## src/rtl/button_pkg.sv

```systemverilog
// Shared types and widths for the button event generator.
package button_pkg;

    typedef enum logic [1:0] {IDLE, HELD, REPEAT, LOCKOUT} btn_state_t;

    localparam int PRESS_COUNT_W = 8;

    function automatic int max3(input int a, input int b, input int c);
        int m;
        m = (a > b) ? a : b;
        return (m > c) ? m : c;
    endfunction

endpackage

```

## src/rtl/button_events.sv

```systemverilog
// Turns a debounced button level into registered single-cycle events:
// press, release, short click, long press and hold-to-repeat.
module button_events
    import button_pkg::*;
#(
    parameter int LONG_CYCLES   = 100_000_000,
    parameter int REPEAT_DELAY  = 50_000_000,
    parameter int REPEAT_PERIOD = 10_000_000
) (
    input  logic                     clock_in,
    input  logic                     reset_in,
    input  logic                     clean_in,
    output logic                     press_out,
    output logic                     release_out,
    output logic                     short_out,
    output logic                     long_out,
    output logic                     repeat_out,
    output logic                     held_out,
    output logic [PRESS_COUNT_W-1:0] press_count_out
);

    localparam int CNT_W = $clog2(max3(LONG_CYCLES, REPEAT_DELAY, REPEAT_PERIOD)) + 1;
    localparam logic [CNT_W-1:0] C_LONG    = CNT_W'(LONG_CYCLES);
    localparam logic [CNT_W-1:0] C_RDLY    = CNT_W'(REPEAT_DELAY);
    localparam logic [CNT_W-1:0] C_RPER_M1 = CNT_W'(REPEAT_PERIOD - 1);

    btn_state_t               r_state, w_state;
    logic [CNT_W-1:0]         r_hold_cnt, w_hold_cnt, w_hold_inc;
    logic [CNT_W-1:0]         r_rep_cnt, w_rep_cnt, w_rep_inc;
    logic                     r_long_fired, w_long_fired;
    logic                     r_press, w_press;
    logic                     r_release, w_release;
    logic                     r_short, w_short;
    logic                     r_long, w_long;
    logic                     r_repeat, w_repeat;
    logic                     r_held, w_held;
    logic [PRESS_COUNT_W-1:0] r_press_count, w_press_count;

    always_comb begin
        w_state       = r_state;
        w_hold_cnt    = r_hold_cnt;
        w_rep_cnt     = r_rep_cnt;
        w_long_fired  = r_long_fired;
        w_press       = 1'b0;
        w_release     = 1'b0;
        w_short       = 1'b0;
        w_long        = 1'b0;
        w_repeat      = 1'b0;
        w_held        = r_held;
        w_press_count = r_press_count;
        w_hold_inc    = (r_hold_cnt == '1) ? r_hold_cnt : r_hold_cnt + CNT_W'(1);
        w_rep_inc     = (r_rep_cnt == '1) ? r_rep_cnt : r_rep_cnt + CNT_W'(1);

        case (r_state)
            LOCKOUT: begin
                if (!clean_in) w_state = IDLE;
            end
            IDLE: begin
                if (clean_in) begin
                    w_press       = 1'b1;
                    w_press_count = r_press_count + PRESS_COUNT_W'(1);
                    w_held        = 1'b1;
                    w_hold_cnt    = CNT_W'(1);
                    w_rep_cnt     = '0;
                    w_long_fired  = 1'b0;
                    w_state       = HELD;
                end
            end
            HELD, REPEAT: begin
                // Release is checked first so it suppresses any threshold on the same edge.
                if (!clean_in) begin
                    w_release    = 1'b1;
                    w_short      = ~r_long_fired;
                    w_held       = 1'b0;
                    w_long_fired = 1'b0;
                    w_hold_cnt   = '0;
                    w_rep_cnt    = '0;
                    w_state      = IDLE;
                end else begin
                    w_hold_cnt = w_hold_inc;
                    if (!r_long_fired && r_hold_cnt == C_LONG) begin
                        w_long       = 1'b1;
                        w_long_fired = 1'b1;
                    end
                    if (r_state == HELD) begin
                        if (REPEAT_DELAY != 0 && r_hold_cnt == C_RDLY) begin
                            w_repeat  = 1'b1;
                            w_rep_cnt = '0;
                            w_state   = REPEAT;
                        end
                    end else if (r_rep_cnt == C_RPER_M1) begin
                        w_repeat  = 1'b1;
                        w_rep_cnt = '0;
                    end else begin
                        w_rep_cnt = w_rep_inc;
                    end
                end
            end
            default: w_state = LOCKOUT;
        endcase
    end

    always_ff @(posedge clock_in or negedge reset_in) begin
        if (!reset_in) begin
            r_state       <= LOCKOUT;
            r_hold_cnt    <= '0;
            r_rep_cnt     <= '0;
            r_long_fired  <= 1'b0;
            r_press       <= 1'b0;
            r_release     <= 1'b0;
            r_short       <= 1'b0;
            r_long        <= 1'b0;
            r_repeat      <= 1'b0;
            r_held        <= 1'b0;
            r_press_count <= '0;
        end else begin
            r_state       <= w_state;
            r_hold_cnt    <= w_hold_cnt;
            r_rep_cnt     <= w_rep_cnt;
            r_long_fired  <= w_long_fired;
            r_press       <= w_press;
            r_release     <= w_release;
            r_short       <= w_short;
            r_long        <= w_long;
            r_repeat      <= w_repeat;
            r_held        <= w_held;
            r_press_count <= w_press_count;
        end
    end

    assign press_out       = r_press;
    assign release_out     = r_release;
    assign short_out       = r_short;
    assign long_out        = r_long;
    assign repeat_out      = r_repeat;
    assign held_out        = r_held;
    assign press_count_out = r_press_count;

endmodule

```

## config.mk

```make
export PLATFORM = sky130hd
export DESIGN_NAME = button_events
export DESIGN_NICKNAME = d
export VERILOG_FILES = /design/src/rtl/button_pkg.sv /design/src/rtl/button_events.sv
export SDC_FILE = /design/constraint.sdc
export NUM_CORES = 1
export LEC_CHECK = 0
export ABC_AREA = 1
export BUFFER_PORTS_ARGS = -buffer_cell sky130_fd_sc_hd__buf_2
export CAP_MARGIN = 30
export CORE_MARGIN = 5
export CORE_UTILIZATION = 41
export CTS_BUF_LIST = sky130_fd_sc_hd__clkbuf_2 sky130_fd_sc_hd__clkbuf_4 sky130_fd_sc_hd__clkbuf_8
export DETAILED_ROUTE_END_ITERATION = 8
export PLACE_DENSITY_LB_ADDON = 0.1
export SYNTH_ARGS = -nofsm -noshare
export SYNTH_HDL_FRONTEND = slang
export SYNTH_SLANG_ARGS = --single-unit
```

## constraint.sdc

```tcl
create_clock -name clock_in -period 2.7 [get_ports clock_in]
set_input_delay 0.27 -clock clock_in [delete_from_list [all_inputs] [get_ports clock_in]]
set_output_delay 0.27 -clock clock_in [all_outputs]
set_load 0.02 [all_outputs]
```

==> impl_metrics.py <==
metrics = {
    "run_status": {
        "status": "complete, no violations",
    },
    "cts": {
        "cts.reportedPaths.clkPinSlew_ns": 0.09,
        "worstSkewPairLatency_ns": 0.38,
        "clk_path_buf_depth": 2,
        "cts_tree": "yes",
        "htree_levels": 3,
        "postCtsSetupBuffers": 0,
        "numCtsBuffers": 9,
        "clock-root-buffer": "clkbuf_8",
        "clock_sinks": 73,
    },
    "sta": {
        "rsz0062_at_grt": "false",
        "max_freq_mhz": 428,
        "fin_crit_ns": 2.34,
        "setup_tns_ns": 0,
        "max_slew.worst_pin.slew_ns": 0.495,
        "maxSlewHeadroom": 0.669,
        "slew_violations": 0,
        "setup_viol": 0,
        "final-hold-violation-count": 0,
        "min_period_over_period": 0.865,
        "hold_slack_ns": 0.296,
        "worst_clock_skew_ns": 0.0205,
    },
    "job": {
        "cap_violations": 0,
    },
    "final_layout": {
        "nets": 788,
        "drive_gt1_frac": 0.0871,
        "final_area_um2": 5520,
        "final-instance-count-excl-fill": 949,
        "synthToLayoutAreaGrowth_pct": 9.16,
        "n_antenna_cell": 0,
    },
    "logic_synthesis": {
        "synth.yosys.warnings": 0,
        "synth_edf_count": 0,
        "ys_ff_latch": 73,
        "synth.net_count": 775,
        "async_flop_share": 1.00,
        "yosysMostFrequentCell": "nand2_1",
        "ys_types": 39,
        "synth_ff_type": "dfrtp_1",
        "yosysTopAreaCell": "dfrtp_1",
        "syn_inst": 763,
        "yosysSeqAreaShare": 0.362,
        "netlist_area_um2": 5050,
        "synth_common_cells": "255 x nand2_1, 123 x nor2_1, 71 x dfrtp_1, 66 x inv_1, 54 x nand3_1",
        "synthTopCellsByArea": "dfrtp_1 35%, nand2_1 19%, nor2_1 9.1%",
        "synth_top_area_share": 0.351,
        "synth.avg_cell_area_um2": 6.62,
    },
    "global_routing": {
        "overflow": 0,
        "grt_max_degree": 74,
        "grt_usage": 0.210,
        "antenna_found_initial": 0,
        "grt_first_pass_wirelength_um": 24100,
        "grt_pass1_vias": 4641,
    },
    "placed_design": {
        "place_area_um2": 5260,
        "dp_hpwl_um": 10700,
        "numPlacedInstances": 931,
        "portBuffers": 16,
        "gp_congestion": 0.926,
    },
    "die": {
        "start_util": 0.419,
        "fp.dieW_um": 121,
        "io_pins": 17,
        "die_y_um": 121,
        "fp-row-count": 40,
        "core_area_um2": 12100,
        "dieArea_um2": 14600,
    },
    "power_and_ir_drop": {
        "power_leakage_nw": 2.46,
        "power.density_nw_per_um2": 661,
        "ir_drop_uv": 312,
    },
    "min_path": {
        "min_path_type": "in2async",
    },
    "setup_path": {
        "setup.worst_path.start": "r_state[0]",
        "cp-end-kind": "flip-flop",
        "required_ns": 2.96,
        "path_max_fanout": 15,
        "rrSetupSlack_ns": 0.36,
        "start_kind": "flip-flop",
        "reg2reg_depth": 10,
        "critical_path.reg2reg.startpoint": "r_state[0]",
        "critical_path_class": "reg2reg",
        "worstPathArrival_ns": 2.60,
        "r2r-end": "r_rep_cnt[25]",
    },
    "route": {
        "vias": 4919,
        "drt_pre_antenna_iters": 6,
        "drc": 0,
        "via_per_inst": 5.18,
        "routed_wl_um": 14500,
        "avgRoutedWirePerCell_um": 15.3,
        "drt_iter0_drc": 437,
        "antenna_left": 0,
    },
}
==> worst max-delay path, cell delays in order, from the launching register on <==
cell     delay (ns)
dfstp_2        0.58
inv_1          0.07
ha_1           0.31
nand2_1        0.14
buf_4          0.23
nor2_2         0.29
nand2_2        0.20
nor2_2         0.16
nor2_4         0.11
nand2_1        0.08
nand2_1        0.04
==> worst max-delay path by stage <==
stage / endpoint / slack, ns
2_1_floorplan: r_rep_cnt[20] / 0.76
3_3_place_gp: r_rep_cnt[25] / 0.49
5_1_grt: r_rep_cnt[25] / 0.19
4_1_cts: r_rep_cnt[3] / 0.34
6_report: r_rep_cnt[25] / 0.36
3_5_place_dp: r_rep_cnt[15] / 0.36
==> stage by stage <==
stage | setup slack (ns) | utilization | power (mW)
CTS | 0.341 | 0.454 | 3.70
detailed placement | 0.361 | 0.436 | 2.70
global placement | 0.492 | 0.436 | 2.68
finish | 0.364 | 0.457 | 3.65
global route | 0.194 | 0.457 | 3.89
floorplan | 0.759 | - | 2.33
==> cell families after synthesis <==
group           count (synthesis)  synth area share
simple gates                  516             0.447
xor+xnor                       18            0.0312
flops                          73             0.362
buf+inv                        92            0.0777
fa+ha+maj                       9            0.0223
compound gates                 55            0.0597
==> per-layer routing <==
metal  vias up  share of wire  GRT usage
met5         -              0          0
li1       2481              -          -
met1      2271           0.44      0.274
met2       142           0.49      0.348
met3        25          0.049     0.0396
met4         0          0.019     0.0708
==> where the power goes <==
group | switching (mW) | leakage (nW) | internal (mW)
Sequential | 0.116 | 0.997 | 1.21
Combinational | 1.02 | 1.35 | 0.313
Clock | 0.451 | 0.110 | 0.534
Total | 1.59 | 2.46 | 2.06
==> final cells by class <==
| cell class | count | area, µm² |
|---|---|---|
| Multi-Input combinational cell | 598 | 2830 |
| Timing Repair Buffer | 23 | 158 |
| Tap cell | 168 | 210 |
| Clock buffer | 10 | 131 |
| Clock inverter | 6 | 90.1 |
| Fill cell | 1295 | 6540 |
| Inverter | 71 | 267 |
| Sequential cell | 73 | 1830 |
==> cell usage in the layout, fill, tap and decap left out, types with 2 or more instances in the layout <==
master     synthesis  layout
nor2_4             4       4
a21oi_1            7       7
nor2_2             9       9
buf_4              2       6
bufinv_16          0       2
clkbuf_8           0       9
xor2_1            13      13
nand3_1           54      54
or2_2              2       2
and3_1             3       3
nand3b_1           2       2
nor3_1            14      14
a21o_1             4       4
nand2_1          255     255
inv_2              4       4
nand2_2            4       4
o211ai_1           2       2
xnor2_1            5       5
dfrtp_1           71      71
nor4_1             3       3
inv_1             66      66
o21ai_1           10      10
buf_2              8      15
dfstp_2            2       2
ha_1               9       9
nor2_1           123     123
o21ai_0           28      28
nand4_1           38      38
==> registers in the layout, indices dropped and copies added (netlist names), 2 cells and up <==
| name | flops |
|---|---|
| r_rep_cnt | 28 |
| r_state | 2 |
| press_count_out | 8 |
| r_hold_cnt | 28 |
==> repair_timing <==
item / in CTS / in global routing
hold buffers: 0 / 1
gates resized for setup: 0 / 0
hold endpoints to repair: 0 / 13
Note: power is estimated with default switching activity, not from simulation.
